## config.mk

```make
export PLATFORM = sky130hd
export DESIGN_NAME = sdf_query_arbiter
export DESIGN_NICKNAME = d
export VERILOG_FILES = /design/src/rtl/sdf_query_arbiter.sv
export SDC_FILE = /design/constraint.sdc
export NUM_CORES = 1
export LEC_CHECK = 0
export BUFFER_PORTS_ARGS = -buffer_cell sky130_fd_sc_hd__buf_2
export CELL_PAD_IN_SITES_DETAIL_PLACEMENT = 1
export CELL_PAD_IN_SITES_GLOBAL_PLACEMENT = 1
export CORE_AREA = 2 2 222 224
export DETAILED_ROUTE_END_ITERATION = 8
export DIE_AREA = 0 0 224 226
export HOLD_SLACK_MARGIN = 0.05
export PLACE_DENSITY = 0.56
export SYNTH_ARGS = -nofsm -noshare
export SYNTH_HDL_FRONTEND = slang
export SYNTH_SLANG_ARGS = --single-unit
```

## constraint.sdc

```tcl
create_clock -name clk -period 2.61 [get_ports clk]
set_input_delay 0.1305 -clock clk [delete_from_list [all_inputs] [get_ports clk]]
set_output_delay 0.1305 -clock clk [all_outputs]
set_load 0.03 [all_outputs]
```

## src/rtl/sdf_query_arbiter.sv

```systemverilog
// Round-robin arbiter that shares one sceneQuery SDF evaluator between NUM_REQ ray-march lanes.
// One query is in flight at a time. obj_sel stays held until the muxed valid_out comes back.
// A watchdog aborts queries whose result never arrives.
// Optional build macro: SDF_ARB_STATS_EN adds query/timeout statistics counters.
module sdf_query_arbiter #(
    parameter int unsigned NUM_REQ        = 4,
    parameter int unsigned TIMEOUT_CYCLES = 64,
    parameter int unsigned IDW            = $clog2(NUM_REQ)
) (
    input  logic                   clk,
    input  logic                   rst,
    input  logic [NUM_REQ-1:0]     req_valid,
    input  logic [NUM_REQ*96-1:0]  req_pos,
    input  logic [NUM_REQ-1:0]     req_obj,
    output logic [NUM_REQ-1:0]     req_ready,
    output logic                   sq_valid_in,
    output logic [95:0]            sq_pos,
    output logic                   sq_obj_sel,
    input  logic [31:0]            sq_distance,
    input  logic                   sq_valid_out,
    output logic                   rsp_valid,
    input  logic                   rsp_ready,
    output logic [IDW-1:0]         rsp_id,
    output logic [31:0]            rsp_distance,
    output logic                   rsp_timeout,
    output logic                   busy
`ifdef SDF_ARB_STATS_EN
    ,
    output logic [31:0]            stat_queries,
    output logic [15:0]            stat_timeouts
`endif
);

    localparam int unsigned WDW = $clog2(TIMEOUT_CYCLES);
    localparam logic [WDW-1:0] WdogLast = WDW'(TIMEOUT_CYCLES - 1);
    localparam logic [31:0] LostDistance = 32'h7FFF_FFFF;

    typedef enum logic [1:0] {
        StIdle,
        StIssue,
        StWait,
        StResp
    } state_e;

    state_e           state_q, state_d;
    logic [IDW-1:0]   rr_ptr_q, rr_ptr_d;
    logic [IDW-1:0]   id_q, id_d;
    logic [95:0]      pos_q, pos_d;
    logic             obj_q, obj_d;
    logic [WDW-1:0]   wdog_q, wdog_d;
    logic [31:0]      dist_q, dist_d;
    logic             timeout_q, timeout_d;

    logic             grant_found;
    logic [IDW-1:0]   grant_idx;
    logic [IDW-1:0]   scan_idx;

    // Round-robin pick: first pending lane after the last winner, wrapping at NUM_REQ.
    always_comb begin
        grant_found = 1'b0;
        grant_idx   = '0;
        scan_idx    = '0;
        for (int unsigned k = 1; k <= NUM_REQ; k++) begin
            scan_idx = IDW'((32'(rr_ptr_q) + k) % NUM_REQ);
            if (!grant_found && req_valid[scan_idx]) begin
                grant_found = 1'b1;
                grant_idx   = scan_idx;
            end
        end
    end

    // Next-state logic and the grant/issue strobes.
    always_comb begin
        state_d     = state_q;
        rr_ptr_d    = rr_ptr_q;
        id_d        = id_q;
        pos_d       = pos_q;
        obj_d       = obj_q;
        wdog_d      = wdog_q;
        dist_d      = dist_q;
        timeout_d   = timeout_q;
        req_ready   = '0;
        sq_valid_in = 1'b0;

        unique case (state_q)
            StIdle: begin
                if (grant_found) begin
                    req_ready[grant_idx] = 1'b1;
                    pos_d    = req_pos[96*grant_idx +: 96];
                    obj_d    = req_obj[grant_idx];
                    id_d     = grant_idx;
                    rr_ptr_d = grant_idx;
                    state_d  = StIssue;
                end
            end
            StIssue: begin
                sq_valid_in = 1'b1;
                wdog_d      = '0;
                state_d     = StWait;
            end
            StWait: begin
                // A result arriving on the watchdog's last cycle still counts as valid.
                if (sq_valid_out) begin
                    dist_d    = sq_distance;
                    timeout_d = 1'b0;
                    state_d   = StResp;
                end else if (wdog_q == WdogLast) begin
                    dist_d    = LostDistance;
                    timeout_d = 1'b1;
                    state_d   = StResp;
                end else begin
                    wdog_d = wdog_q + 1'b1;
                end
            end
            StResp: begin
                if (rsp_ready) begin
                    state_d = StIdle;
                end
            end
            default: state_d = StIdle;
        endcase

        // A grant during reset would be lost, so the lane must not see it consumed.
        if (rst) begin
            req_ready = '0;
        end
    end

    // State and latched query/response registers.
    always_ff @(posedge clk) begin
        if (rst) begin
            state_q   <= StIdle;
            rr_ptr_q  <= IDW'(NUM_REQ - 1);
            id_q      <= '0;
            pos_q     <= '0;
            obj_q     <= 1'b0;
            wdog_q    <= '0;
            dist_q    <= '0;
            timeout_q <= 1'b0;
        end else begin
            state_q   <= state_d;
            rr_ptr_q  <= rr_ptr_d;
            id_q      <= id_d;
            pos_q     <= pos_d;
            obj_q     <= obj_d;
            wdog_q    <= wdog_d;
            dist_q    <= dist_d;
            timeout_q <= timeout_d;
        end
    end

    // pos/obj_sel come straight from the latch so sceneQuery keeps its mux steered.
    assign sq_pos       = pos_q;
    assign sq_obj_sel   = obj_q;
    assign rsp_valid    = (state_q == StResp);
    assign rsp_id       = id_q;
    assign rsp_distance = dist_q;
    assign rsp_timeout  = timeout_q;
    assign busy         = (state_q != StIdle);

`ifdef SDF_ARB_STATS_EN
    logic [31:0] stat_queries_q;
    logic [15:0] stat_timeouts_q;
    logic        issue_evt;
    logic        abort_evt;

    assign issue_evt = (state_q == StIssue);
    assign abort_evt = (state_q == StWait) && !sq_valid_out && (wdog_q == WdogLast);

    // Saturating event counters.
    always_ff @(posedge clk) begin
        if (rst) begin
            stat_queries_q  <= '0;
            stat_timeouts_q <= '0;
        end else begin
            if (issue_evt && (stat_queries_q != '1)) begin
                stat_queries_q <= stat_queries_q + 1'b1;
            end
            if (abort_evt && (stat_timeouts_q != '1)) begin
                stat_timeouts_q <= stat_timeouts_q + 1'b1;
            end
        end
    end

    assign stat_queries  = stat_queries_q;
    assign stat_timeouts = stat_timeouts_q;
`endif

endmodule

```

==> reports/qor.yml, run 1 <==
floorplanning:
  row_count: 81
  floorplan.initialDensity_pct: 15.4
  die_x_um: 224
  i_o_pins: 567
  die-height_um: 226
yosys:
  count_of_unique_library_cells_instantiated_by_yosys: 45
  ys.warnings.count: 0
  synth-async-reset-ratio_pct: 0
  ys_dominant_reg_cell: "sky130_fd_sc_hd__dfxtp_1"
  avgSynthCellArea_um2: 9.35
  synth_edf_count: 0
  mappedNetlistNets: 1229
  ys_seq_area_share_pct: 38.2
  ys_ff_latch: 142
  netlist_instances: 795
  synth_area_um2: 7430
placed_design:
  place.gp.congestion: 0.833
  dp_cells: 1944
  port-buffer-count: 566
  post-dp-hpwl_um: 27400
  place_worst_setup_slack_ns: 0.188
run_status:
  status: "stopped before the end"
  failed_stage: "4_1_cts"
  error_line: "[ERROR RSZ-0060] Max buffer count reached."
cts:
  post_cts_hold_buffer_count: 396
  clockRootBuffer: "sky130_fd_sc_hd__clkbuf_16"
  cts-root-to-sink-buffers: 2
  cts_inserted_buffers: 17
  post-cts-setup-buffers: 0
  htreeDepth: 4
  cts_num_sinks: 142
  postCtsResizedCells: 1
stage by stage:
stage | area [um2] | utilization (%) | hold slack, ns
floorplan | 7430 | - | 0.230
global placement | 11000 | 22.7 | 0.388
detailed placement | 11000 | 22.7 | 0.400
logic make-up after synthesis:
logic type	synth area share [%]
compound gates	15.6
fa+ha+maj	1.01
buf+inv	5.67
flops	38.2
mux	25.3
simple gates	14.2
cell usage after synthesis, types with 6 or more instances:
cell type                  number  area share [%]
sky130_fd_sc_hd__mux2i_1      188              25
sky130_fd_sc_hd__dfxtp_1      142              38
sky130_fd_sc_hd__nand2_1      103             5.2
sky130_fd_sc_hd__o221ai_1      91              11
sky130_fd_sc_hd__nor2_1        78             3.9
sky130_fd_sc_hd__clkbuf_1      34             1.7
sky130_fd_sc_hd__nor3_1        33             2.2
sky130_fd_sc_hd__buf_6         16             2.4
sky130_fd_sc_hd__buf_2         13            0.88
sky130_fd_sc_hd__a21o_1         8            0.81
sky130_fd_sc_hd__nand4_1        8            0.67
sky130_fd_sc_hd__o211ai_1       7            0.71
sky130_fd_sc_hd__o31ai_1        7            0.71
sky130_fd_sc_hd__ha_1           6             1.0
==> run 2: changes to the inputs <==
Settings changed: CELL_PAD_IN_SITES_DETAIL_PLACEMENT 1 to default, CELL_PAD_IN_SITES_GLOBAL_PLACEMENT 1 to default, CORE_AREA 2 2 222 224 to 2 2 220 222, DIE_AREA 0 0 224 226 to 0 0 222 224, HOLD_SLACK_MARGIN 0.05 to default, PLACE_DENSITY 0.56 to default, PLACE_DENSITY_LB_ADDON from default to 0.15.
==> run 2 against run 1 <==
Net effect:
- the flow now finishes without violations
- synthesized cell count unchanged
- synthesized area unchanged
==> reports/qor.yml, run 2 <==
run_status:
  status: "finished clean"
power:
  clockPowerShare_pct: 17.8
  cellPowerDensity_nw_per_um2: 874
  vdd_drop_max_uv: 411
  power_frac_seq_pct: 26.2
  power_leakage_uw: 0.00754
  combPwrFrac_pct: 56.1
  switching_pwr_uw: 6100
  fin_total_pwr_uw: 13500
  power.internal_uw: 7410
  switching_share_pct: 45.2
yosys:
  mappedNetlistNets: 1229
  count_of_unique_library_cells_instantiated_by_yosys: 45
  synth-async-reset-ratio_pct: 0
  ys_seq_area_share_pct: 38.2
  synth.top_cells.by_area: "sky130_fd_sc_hd__dfxtp_1 38%, sky130_fd_sc_hd__mux2i_1 25%, sky130_fd_sc_hd__o221ai_1 11%"
  avgSynthCellArea_um2: 9.35
  ys.warnings.count: 0
  netlist.top_cell.by_area: "sky130_fd_sc_hd__dfxtp_1"
  netlist.area_leader.share_pct: 38.2
  synth_edf_count: 0
  synth_area_um2: 7430
  netlist_instances: 795
  ys_ff_latch: 142
  ys_dominant_reg_cell: "sky130_fd_sc_hd__dfxtp_1"
  synth.top_cells.by_count: "188 x sky130_fd_sc_hd__mux2i_1, 142 x sky130_fd_sc_hd__dfxtp_1, 103 x sky130_fd_sc_hd__nand2_1"
  synth_most_common_cell: "sky130_fd_sc_hd__mux2i_1"
cells_and_area:
  fraction_of_final_layout_cells_sized_beyond_drive_strength_1_pct: 36.5
  multi_input_comb_area_um2: 4200
  post_layout_nonfiller_instances: 2364
  ff_latch_area_um2: 2840
  flow.area_growth_from_synthesis_pct: 108
  mostFrequentLayoutCells: "566 x sky130_fd_sc_hd__buf_2, 388 x sky130_fd_sc_hd__dlygate4sd3_1, 188 x sky130_fd_sc_hd__mux2i_1"
  largest_register_ffs: 96
  nets: 2167
  layout.core_utilization_pct: 32.6
  final_common_cell: "sky130_fd_sc_hd__buf_2"
  layout.filler_cells: 4892
route:
  1st_pass_router_iterations: 4
  final_wirelength_um: 40000
  remaining_drc_errors: 0
  vias: 9946
  via_per_inst: 4.21
  detail_route.iter0.violations: 348
  detail_route.wl_per_cell_um: 16.9
  antenna_violating_nets_post_route: 0
global_routing:
  pin_count_of_the_biggest_net_entering_global_routing: 69
  global_route.overflow_total: 0
  grt_pass1_wl_um: 60400
  number_of_antenna_violations_at_the_first_check_in_global_routing: 3
  first_global_vias: 10600
  globalRouteTotalUtil_pct: 15.8
placed_design:
  post-dp-hpwl_um: 27900
  dp_cells: 1940
  place.gp.congestion: 0.813
  place_worst_setup_slack_ns: 0.349
  port-buffer-count: 566
setup_path:
  setup.worst_path.start_class: "register"
  r2r-start: "rr_ptr_q[0]"
  reg2reg_slack_ns: 0.16
  worst-setup-path-type: "register to register"
  crit_required_ns: 2.95
  critical_r2r_capture: "sq_pos[15]"
  cp_data_arrival_time_ns: 2.79
  timing.critical_path.fanout_max: 39
  end_kind: "register"
  worstSetupStartpoint: "rr_ptr_q[0]"
  worst-r2r-cell-count: 8
timing:
  hold_viol: 0
  worst_clock_skew_ns: 0.0116
  worst_slack_ns: 0.155
  worst-slew-pin-transition_ns: 0.569
  setup_viol: 0
  maxSlewViolCount: 0
  rsz0062_at_grt: "false"
  period_needed_ns: 2.45
  final_worst_path_cycle_share_pct: 94.1
  slew-limit-headroom_pct: 61.8
  total_neg_setup_slack_ns: 0
  fmax_ghz: 0.407
floorplanning:
  die_x_um: 222
  floorplan.initialDensity_pct: 15.7
  fp.dieArea_um2: 49700
  die-height_um: 224
  fp.coreArea_um2: 47300
  i_o_pins: 567
  row_count: 80
cts:
  htreeDepth: 4
  cts-root-to-sink-buffers: 2
  clock_tree_from_tritoncts: "yes"
  clock_latency_ns: 0.47
  cts_inserted_buffers: 17
  cts_num_sinks: 142
  clockRootBuffer: "sky130_fd_sc_hd__clkbuf_16"
  clk_pin_slew_worst_paths_ns: 0.07
worst_hold_path:
  worst_hold_depth: 3
  min-delay-start: "req_pos[183]"
  worst_hold_path_type: "input pin to register"
  hold_path_end: "sq_pos[87]"
job:
  drv.max_cap_violation_count: 0
run 2: cell counts after synthesis:
No cell type changed its count.
run 2: worst max-delay path: stages, from the launching register on:
cell and delay (ns):
sky130_fd_sc_hd__dfxtp_1 0.38, sky130_fd_sc_hd__nor2b_4 0.07, sky130_fd_sc_hd__o21a_1 0.31, sky130_fd_sc_hd__nor3_4 0.19, sky130_fd_sc_hd__buf_12 0.14, sky130_fd_sc_hd__buf_12 0.23
sky130_fd_sc_hd__mux2i_1 0.24, sky130_fd_sc_hd__dlygate4sd3_1 0.60, sky130_fd_sc_hd__o221ai_1 0.11
run 2: cell type report:
type                       instances  share of cell area (%)
antenna                            3                  0.0486
timing repair buffer             986                    45.7
clock inverter                    11                   0.599
sequential                       142                    18.4
multi-input combinational        581                    27.1
tap                              615                    4.98
inverter                           5                   0.121
clock buffer                      21                    2.98
run 2: logic make-up after synthesis:
family	Yosys count	share of synthesized area, %
mux	188	25.3
fa+ha+maj	6	1.01
simple gates	245	14.2
compound gates	142	15.6
buf+inv	72	5.67
flops	142	38.2
run 2: repair_timing:
action	CTS	global route
hold endpoints to repair	129	0
hold buffers	388	0
gates resized for setup	0	0
setup endpoints to repair	0	35
buffers inserted	0	1
run 2: power groups by stage:
stage	clock network (uW)	registers, uW	logic [uW]
after floorplan	0	5250	2860
after global routing	2580	3650	8070
final	2400	3540	7580
after global placement	0	3560	6860
after detailed placement	0	3570	6860
after CTS	2520	3540	7610
run 2: how the worst max path moves through the flow:
stage                        end  slack [ns]
detailed placement     sq_pos[4]        0.35
floorplan           req_ready[0]        0.59
global placement      sq_pos[67]        0.38
global route           sq_pos[3]        0.02
finish                sq_pos[15]        0.16
CTS                   sq_pos[73]        0.04
run 2: routing by layer:
| layer | routed length [um] | vias to the layer above | global-route usage (%) |
|---|---|---|---|
| met5 | 0 | - | 0 |
| met4 | 1440 | 0 | 7.63 |
| met3 | 2400 | 67 | 4.58 |
| met2 | 20300 | 387 | 28.7 |
| met1 | 15800 | 4645 | 16.8 |
| li1 | - | 4847 | - |
run 2: per-stage QoR:
step,cell area [um2],hold WS (ns)
global route,15500,0.0315
floorplan,7430,0.230
finish,15500,0.0471
detailed placement,11000,0.399
CTS,15400,0.000179
global placement,11000,0.387
(Power assumes the default switching activity.)
==> run 3: changes to the inputs <==
Settings changed: SETUP_SLACK_MARGIN from default to 0.2.
==> run 3 against run 2 <==
Net effect:
- final area rose by 0.19%
- power fell by 1.1%
- non-clock buffer count rose by 2
- critical path depth fell by 3
- largest power group unchanged
- wire length rose by 1.6%
==> reports/qor.yml, run 3 (synthesized netlist as in run 2, its figures left out) <==
floorplanning:
  fp.dieArea_um2: 49700
  floorplan.initialDensity_pct: 15.7
  die_x_um: 222
  die-height_um: 224
  row_count: 80
  i_o_pins: 567
  fp.coreArea_um2: 47300
timing:
  fmax_ghz: 0.437
  hold_ws_ns: 0.0442
  setup_viol: 0
  maxSlewViolCount: 0
  rsz0062_at_grt: "false"
  slew-limit-headroom_pct: 62.4
  worst_slack_ns: 0.320
  hold_viol: 0
  total_neg_setup_slack_ns: 0
  period_needed_ns: 2.29
  final_worst_path_cycle_share_pct: 87.8
  worst-slew-pin-transition_ns: 0.560
  worst_clock_skew_ns: 0.0131
power:
  fin_total_pwr_uw: 13400
  power_leakage_uw: 0.00755
  cellPowerDensity_nw_per_um2: 863
  vdd_drop_max_uv: 410
run_status:
  status: "finished clean"
global_routing:
  globalRouteTotalUtil_pct: 15.9
  pin_count_of_the_biggest_net_entering_global_routing: 69
  number_of_antenna_violations_at_the_first_check_in_global_routing: 3
  first_global_vias: 10600
  global_route.overflow_total: 0
  grt_pass1_wl_um: 61100
setup_path:
  worst-setup-path-type: "register to output pin"
  end_kind: "output pin"
  setup.worst_path.start_class: "register"
  cp_data_arrival_time_ns: 2.16
  crit_required_ns: 2.48
  timing.critical_path.fanout_max: 13
route:
  vias: 9997
  antenna_violating_nets_post_route: 0
  final_wirelength_um: 40600
  remaining_drc_errors: 0
  1st_pass_router_iterations: 5
  via_per_inst: 4.23
  detail_route.wl_per_cell_um: 17.2
  detail_route.iter0.violations: 334
cts:
  clock_latency_ns: 0.48
  htreeDepth: 4
  cts_num_sinks: 142
  clock_tree_from_tritoncts: "yes"
  cts_inserted_buffers: 17
  cts-root-to-sink-buffers: 2
  clk_pin_slew_worst_paths_ns: 0.07
  clockRootBuffer: "sky130_fd_sc_hd__clkbuf_16"
placed_design:
  place_worst_setup_slack_ns: 0.349
  post-dp-hpwl_um: 27900
  place.gp.congestion: 0.813
  port-buffer-count: 566
cells_and_area:
  fraction_of_final_layout_cells_sized_beyond_drive_strength_1_pct: 36.8
  flow.area_growth_from_synthesis_pct: 108
  nets: 2169
  mostFrequentLayoutCells: "566 x sky130_fd_sc_hd__buf_2, 388 x sky130_fd_sc_hd__dlygate4sd3_1, 187 x sky130_fd_sc_hd__mux2i_1"
  largest_register_ffs: 96
  final_common_cell: "sky130_fd_sc_hd__buf_2"
  layout.filler_cells: 4883
worst_hold_path:
  worst_hold_path_type: "input pin to register"
job:
  drv.max_cap_violation_count: 0
[run 3: power by group]
group	internal, uW	switching [uW]
Clock	1350	1050
Combinational	2830	4590
Sequential	3070	470
Total	7250	6110
[run 3: final timing paths]
check / from / cells past startpoint / slack, ns / end
worst min register to register: sq_pos[89] / 2 / 0.46 / sq_pos[89]
worst max-delay path: rr_ptr_q[0] / 5 / 0.32 / req_ready[0]
worst max register to register: rr_ptr_q[0] / 7 / 0.34 / sq_pos[24]
worst min-delay path: req_pos[183] / 3 / 0.04 / sq_pos[87]
[run 3: cell type report]
class,count,area (um2),share of cell area (%)
repair buffers,988,7090,45.8
flip-flops and latches,142,2840,18.4
multi-input cells,581,4200,27.1
inverters,5,18.8,0.121
clock inverters,11,92.6,0.598
diodes,3,7.51,0.0485
clock buffers,21,460,2.97
well taps,615,769,4.97
[run 3: repair_timing]
item | in CTS | in global routing
gates resized for setup | 1 | 3
endpoints found under the setup margin | 3 | 8
hold buffers | 388 | 0
cloned | 0 | 1
pin swaps | 1 | 1
hold endpoints to repair | 129 | 0
setup buffers | 1 | 1
[run 3: critical path, stage by stage (launching register included)]
cell,delay (ns)
sky130_fd_sc_hd__dfxtp_1,0.34
sky130_fd_sc_hd__nand2b_2,0.22
sky130_fd_sc_hd__o221a_1,0.32
sky130_fd_sc_hd__or3_4,0.50
sky130_fd_sc_hd__nor2_1,0.11
sky130_fd_sc_hd__buf_2,0.21
[run 3: layer usage]
layer	global-route usage, %	vias up	part of all wire, %
met3	4.67	72	6.4
met4	7.48	0	3.4
met5	0	-	0
met1	17.1	4664	40
li1	-	4843	-
met2	28.7	418	51
[run 3: metrics by stage]
step / utilization, % / instance area (um2) / instances
final: 32.7 / 15500 / 2366
after global routing: 32.7 / 15500 / 2366
after CTS: 32.6 / 15400 / 2361
after detailed placement: 23.2 / 11000 / 1940
after global placement: 23.2 / 11000 / 1940
after floorplan: - / 7430 / 795
